$ cat src/rtl/mem_wb_stage.sv
// MEM/WB pipeline register: resolves writeback data, qualifies the RF write, counts retirements.
// Optional macro MEM_WB_SIGN_EXT_EN: byte loads sign-extend (lb) instead of zero-extend (lbu).
module mem_wb_stage #(
  parameter int DATA_W = 32,
  parameter int ADDR_W = 5
) (
  input  logic              clk,
  input  logic              rst,
  input  logic              in_MEM_valid,
  input  logic              in_MEM_Reg_Write_ctrl,
  input  logic              in_MEM_Mem_Or_Reg,
  input  logic              in_MEM_Byte_word,
  input  logic [DATA_W-1:0] in_MEM_ALU_Result,
  input  logic [DATA_W-1:0] in_MEM_Read_Data,
  input  logic [ADDR_W-1:0] in_MEM_Reg_Write_Address,
  input  logic              stall,
  input  logic              flush,
  output logic              out_MEM_WB_valid,
  output logic              out_MEM_WB_Reg_Write_ctrl,
  output logic [ADDR_W-1:0] out_MEM_WB_Reg_Write_Address,
  output logic [DATA_W-1:0] out_MEM_WB_Write_Data,
  output logic [31:0]       out_MEM_WB_Retire_Count
);

  logic              valid_q, valid_d;
  logic              we_q, we_d;
  logic [ADDR_W-1:0] addr_q, addr_d;
  logic [DATA_W-1:0] data_q, data_d;
  logic [31:0]       retire_cnt_q, retire_cnt_d;
  logic [DATA_W-1:0] wb_data_s;
  logic              we_qual_s;

  // Little-endian byte lane pick from a 32-bit word.
  function automatic logic [7:0] pick_byte(input logic [31:0] word, input logic [1:0] lane);
    logic [7:0] b;
    case (lane)
      2'd0:    b = word[7:0];
      2'd1:    b = word[15:8];
      2'd2:    b = word[23:16];
      2'd3:    b = word[31:24];
      default: b = 8'h00;
    endcase
    return b;
  endfunction

  function automatic logic [31:0] extend_byte(input logic [7:0] b);
`ifdef MEM_WB_SIGN_EXT_EN
    return {{24{b[7]}}, b};
`else
    return {24'h00_0000, b};
`endif
  endfunction

  // Writeback data mux and write-enable qualification on MEM-side inputs.
  always_comb begin
    wb_data_s = in_MEM_ALU_Result;
    if (in_MEM_Mem_Or_Reg == 1'b0) begin
      wb_data_s = in_MEM_ALU_Result;
    end else if (in_MEM_Byte_word == 1'b0) begin
      wb_data_s = in_MEM_Read_Data;
    end else begin
      wb_data_s = extend_byte(pick_byte(in_MEM_Read_Data, in_MEM_ALU_Result[1:0]));
    end
    // $0 is hardwired zero: the write is dropped but the instruction still retires.
    we_qual_s = in_MEM_Reg_Write_ctrl & in_MEM_valid &
                (in_MEM_Reg_Write_Address != {ADDR_W{1'b0}});
  end

  // Next-state selection: flush > stall > load (reset is handled in the register block).
  always_comb begin
    valid_d      = valid_q;
    we_d         = we_q;
    addr_d       = addr_q;
    data_d       = data_q;
    retire_cnt_d = retire_cnt_q;
    if (flush) begin
      valid_d = 1'b0;
      we_d    = 1'b0;
      addr_d  = {ADDR_W{1'b0}};
      data_d  = {DATA_W{1'b0}};
    end else if (stall) begin
      valid_d      = valid_q;
      we_d         = we_q;
      addr_d       = addr_q;
      data_d       = data_q;
      retire_cnt_d = retire_cnt_q;
    end else begin
      valid_d = in_MEM_valid;
      we_d    = we_qual_s;
      addr_d  = in_MEM_Reg_Write_Address;
      data_d  = wb_data_s;
      if (in_MEM_valid) begin
        retire_cnt_d = retire_cnt_q + 32'd1;
      end else begin
        retire_cnt_d = retire_cnt_q;
      end
    end
  end

  // WB state registers with synchronous reset.
  always_ff @(posedge clk) begin
    if (rst) begin
      valid_q      <= 1'b0;
      we_q         <= 1'b0;
      addr_q       <= {ADDR_W{1'b0}};
      data_q       <= {DATA_W{1'b0}};
      retire_cnt_q <= 32'h0000_0000;
    end else begin
      valid_q      <= valid_d;
      we_q         <= we_d;
      addr_q       <= addr_d;
      data_q       <= data_d;
      retire_cnt_q <= retire_cnt_d;
    end
  end

  assign out_MEM_WB_valid             = valid_q;
  assign out_MEM_WB_Reg_Write_ctrl    = we_q;
  assign out_MEM_WB_Reg_Write_Address = addr_q;
  assign out_MEM_WB_Write_Data         = data_q;
  assign out_MEM_WB_Retire_Count      = retire_cnt_q;

endmodule
$ cat config.mk
export PLATFORM = sky130hd
export DESIGN_NAME = mem_wb_stage
export DESIGN_NICKNAME = d
export VERILOG_FILES = /design/src/rtl/mem_wb_stage.sv
export SDC_FILE = /design/constraint.sdc
export NUM_CORES = 1
export LEC_CHECK = 0
export CAP_MARGIN = 20
export CELL_PAD_IN_SITES_DETAIL_PLACEMENT = 1
export CELL_PAD_IN_SITES_GLOBAL_PLACEMENT = 1
export CORE_MARGIN = 2
export CORE_UTILIZATION = 33
export CTS_CLUSTER_DIAMETER = 30
export CTS_CLUSTER_SIZE = 16
export DETAILED_ROUTE_END_ITERATION = 12
export GPL_ROUTABILITY_DRIVEN = 0
export PLACE_DENSITY_LB_ADDON = 0.1
export SYNTH_ARGS = -nofsm -noshare
export SYNTH_HDL_FRONTEND = slang
export SYNTH_SLANG_ARGS = --single-unit
$ cat constraint.sdc
create_clock -name clk -period 5.4 [get_ports clk]
set_input_delay 0.54 -clock clk [delete_from_list [all_inputs] [get_ports clk]]
set_output_delay 0.54 -clock clk [all_outputs]
set_load 0.01 [all_outputs]
# After elaboration in Yosys (flattened, before gate mapping)
# Index checks and enable logic that the tools add are counted.
# totals
output_inout_bits,71
ff_bits,71
word_cells,20
in_bits,77
# classes
n_reduce_logical,4
n_eq_ne,3
mux,3
n_bitwise,4
add_sub_neg,1
# op_table
cell,count
32-bit two-way mux,2
32-bit by 1-bit adder with 32-bit output (second input constant),1
8-bit one-hot mux with 4 select lines,1
5-bit nonzero test,1
2-bit equality test (second input constant),2
3-bit AND reduction,1
1-bit bitwise AND,2
2-bit by 1-bit equality test with 1-bit output (second input constant),1
2-bit logical NOT,1
1-bit NOT,2
2-bit OR reduction,1

# Depth between registers and ports, before layout
# depth
word_depth,4
mapped_depth,6
mapped_depth_nobuf,5

# Worst setup path after synthesis
# OpenSTA, ideal clock, no wires.
# synth_timing
kind,input -> register
startpoint,input port stall
endpoint,register retire_cnt_q[23] (netlist: out_MEM_WB_Retire_Count[23])
arrival_ps,1966
t_required_ps,5279
path_buffers,2
slack_ps,3314
stages,6
setup_ps,121
cell_sequence,clkbuf_1 -> nor3b_2 -> nand3_1 -> buf_2 -> nor4_1 -> mux2_2
# synth_between
elab_chain_cells,2
# synth_lines
element,line,text
"start, declared",16,"input logic stall,"
1-bit NOT (no line),--,
3-bit AND reduction (no line),--,
"end signal, assigned",113,retire_cnt_q <= retire_cnt_d;
"end, declared",29,"logic [31:0] retire_cnt_q, retire_cnt_d;"
# Every way passes these cells.
# A chain may end at the register's enable or synchronous reset.

# Worst setup path after layout
# layout_timing
startpoint,input port in_MEM_Mem_Or_Reg
endpoint,register data_q[18] (netlist: out_MEM_WB_Write_Data[18])
# layout_between
elab_chain_cells,1
# layout_lines
element,line,text
"start, declared",11,"input logic in_MEM_Mem_Or_Reg,"
32-bit two-way mux,57,if (in_MEM_Mem_Or_Reg == 1'b0) begin
"end signal, assigned",106,data_q <= {DATA_W{1'b0}};
"end signal, assigned",112,data_q <= data_d;
"end, declared",28,"logic [DATA_W-1:0] data_q, data_d;"
# Every way passes these cells.

==> metrics.csv <==
stage;metric;value;unit
worst_setup_path;crit_required;5590;ps
floorplanning;rows;37;
clocking;cts_buffers;9;
final_layout;final_common_cell;clkdlybuf4s50_1;
synthesis;dominantRegCellSynth;dfxtp_1;
synthesis;synth_area_leaders;dfxtp_1 (41%), a221oi_1 (7.5%), a21oi_1 (5.5%);
worst_setup_path;reg2reg_slack;3090;ps
synthesis;synth_top_area_share;40.8;%
global_route;grt_use_total;21.2;%
final_layout;seq_area;1420;µm²
routing;drcViolationCount;0;
min_path;holdCritStartpoint;out_MEM_WB_Reg_Write_ctrl$_SDFFE_PP0N_;
clocking;cts_tree;done;
floorplanning;die-area;11400;µm²
worst_setup_path;reg2reg_depth;5;
sta;setup_violations;0;
synthesis;synth_simple_gate_area_share;25.7;%
worst_setup_path;end_kind;flop;
routing;dr_wl_met3;697;µm
placement;place_hpwl;8750;µm
synthesis;ys_ff_latch;71;
global_route;grt_overflow;0;
synthesis;syn_avg_cell_area;8.79;µm²
synthesis;netlist_area;3480;µm²
sta;max_slew.worst_pin.slew;1060;ps
clocking;clk_latency;340;ps
min_path;hp-class;reg2reg;
run;cap_violations;0;
final_layout;final_util;50.8;%
routing;first_pass_iters;4;
synthesis;synth.area.mux_share;4.67;%
worst_setup_path;r2r-start;out_MEM_WB_Retire_Count[0]$_SDFFE_PP0P_;
outcome;status;completed;
sta;hold_violations;0;
floorplanning;die_h;107;µm
routing;wl_met2;5650;µm
synthesis;synth-compound-area-share;20.6;%
global_route;grt_max_degree;76;
power_and_ir_drop;power_density;224;nW/µm²
clocking;cts_hold_buf;0;
final_layout;most-common-layout-cells;clkdlybuf4s50_1 (146), dfxtp_1 (71), a21oi_1 (38);
routing;ant_nets;0;
clocking;clkSinkCount;71;
clocking;clk_pin_slew;80;ps
synthesis;yosys.area_share.xor_xnor;2.26;%
synthesis;synthAdderAreaFrac;0.359;%
synthesis;syn_inst;396;
placement;io_buffers;147;
power_and_ir_drop;finalPower;1.17;mW
global_route;first_global_vias;3679;
global_route;antenna_found_initial;0;
synthesis;synth_edf_count;0;
sta;period_share;49.7;%
floorplanning;initial_utilization;33.9;%
sta;period_needed;2680;ps
routing;top_layer;met4;
final_layout;multi_input_area;1870;µm²
worst_setup_path;crit_type;in2reg;
synthesis;synth_top_family_by_area;simple AND/OR/NAND/NOR gates;
clocking;cts_buffer_depth;2;
final_layout;fillers;1195;
routing;viasPerCell;5.43;
final_layout;antenna_cells;0;
routing;post_drt_wl_per_cell;18.1;µm
clocking;cts_resized;0;
min_path;hold_end;out_MEM_WB_Reg_Write_ctrl$_SDFFE_PP0N_;
power_and_ir_drop;ir_drop;105;µV
worst_setup_path;reg2reg_to;out_MEM_WB_Retire_Count[28]$_SDFFE_PP0P_;
power_and_ir_drop;p_leak;1.72;nW
synthesis;seq_area_frac_synth;40.8;%
sta;skew;8.99;ps
global_route;grt_first_pass_wirelength;19300;µm
synthesis;yosysTopAreaCell;dfxtp_1;
worst_setup_path;critPathLaunchType;primary input;
clocking;cts_root_buf;clkbuf_8;
clocking;htreeDepth;3;
routing;first_iter_violations;114;
worst_setup_path;path_max_fanout;32;
final_layout;drive_gt1_share;5.84;%
routing;routed_wl;12100;µm
floorplanning;core;10300;µm²
synthesis;yosysWarnings;0;
sta;whs;471;ps
sta;maxSlewHeadroom;28.8;%
final_layout;syn_to_final_growth;50.1;%
sta;finalSetupTns;0;ps
sta;fmax;373;MHz
clocking;postCtsSetupRepairBufs;0;
final_layout;nNetsFinal;604;
routing;wl_met1;5560;µm
synthesis;synthArstFlopShare;0;%
synthesis;ys_types;46;
min_path;min_path_cells;2;
floorplanning;die-width;107;µm
sta;maxSlewViolCount;0;
floorplanning;io_pins;148;
synthesis;syn_nets;474;
sta;rsz0062_at_grt;false;
routing;num_vias;3623;
worst_setup_path;cp.arrival;2870;ps
## kinds of logic after synthesis
logic type / after synthesis
AOI/OAI and AO/OA: 102
and+or+nand+nor: 148
muxes: 16
DFF: 71
buffers and inverters: 49
adders and majority gates: 1
xor gates and xnor gates: 9
## where the power goes
part	switching (mW)	internal [mW]	leakage [nW]	total, mW
clock	0.211	0.240	0.0988	0.451
sequential	0.00748	0.535	0.576	0.543
combinational	0.0778	0.0996	1.05	0.177
## sequential cells by signal, summed over array words and instances, names as in the netlist
| name | cells |
|---|---|
| out_MEM_WB_Reg_Write_Address | 5 |
| out_MEM_WB_Reg_Write_ctrl | 1 |
| out_MEM_WB_Retire_Count | 32 |
| out_MEM_WB_Write_Data | 32 |
| out_MEM_WB_valid | 1 |
## routing by layer
layer / vias up / track usage [%]
met2: 102 / 33.2
met3: 11 / 4.19
met4: 0 / 5.94
met1: 1752 / 29.6
met5: - / 0
li1: 1758 / -
## cell type report
| cell class | count | share of cell area (%) |
|---|---|---|
| Clock inverter | 4 | 1.03 |
| Tap cell | 136 | 3.26 |
| Multi-Input combinational cell | 276 | 35.8 |
| Sequential cell | 71 | 27.2 |
| Timing Repair Buffer | 150 | 28.5 |
| Clock buffer | 12 | 2.97 |
| Inverter | 18 | 1.29 |
## worst max path at each step
stage / from / end
6_report: in_MEM_Mem_Or_Reg / out_MEM_WB_Write_Data[18]$_SDFFE_PP0N_
5_1_grt: in_MEM_Mem_Or_Reg / out_MEM_WB_Write_Data[18]$_SDFFE_PP0N_
4_1_cts: in_MEM_Mem_Or_Reg / out_MEM_WB_Write_Data[18]$_SDFFE_PP0N_
3_5_place_dp: in_MEM_Mem_Or_Reg / out_MEM_WB_Write_Data[18]$_SDFFE_PP0N_
3_3_place_gp: in_MEM_Mem_Or_Reg / out_MEM_WB_Write_Data[22]$_SDFFE_PP0N_
2_1_floorplan: stall / out_MEM_WB_Retire_Count[23]$_SDFFE_PP0P_
## through the flow
step | cell area [µm²] | setup WS (ps) | std cells
finish | 5230 | 2720 | 667
global route | 5230 | 2490 | 667
CTS | 5230 | 2780 | 667
detailed placement | 5020 | 2420 | 651
global placement | 5020 | 2500 | 651
floorplan | 3480 | 3310 | 396
## synthesized netlist by cell type (all sizes together) (6+ instances only)
master  count
a221oi     30
nor3       24
inv        18
nor2b      27
o41ai       6
xor2        6
clkbuf     27
o221ai      7
dfxtp      71
o31ai      10
nand2       9
mux2i      14
nor2       21
or4        12
nor3b       8
nand4      10
nand3       9
a21oi      38
## worst max-delay path, cell delays in order
cell and delay (ps):
clkdlybuf4s50_1 590, inv_1 850, nor2_1 210, buf_4 280
a221oi_1 300, nor3_1 80
(Power assumes the default switching activity.)
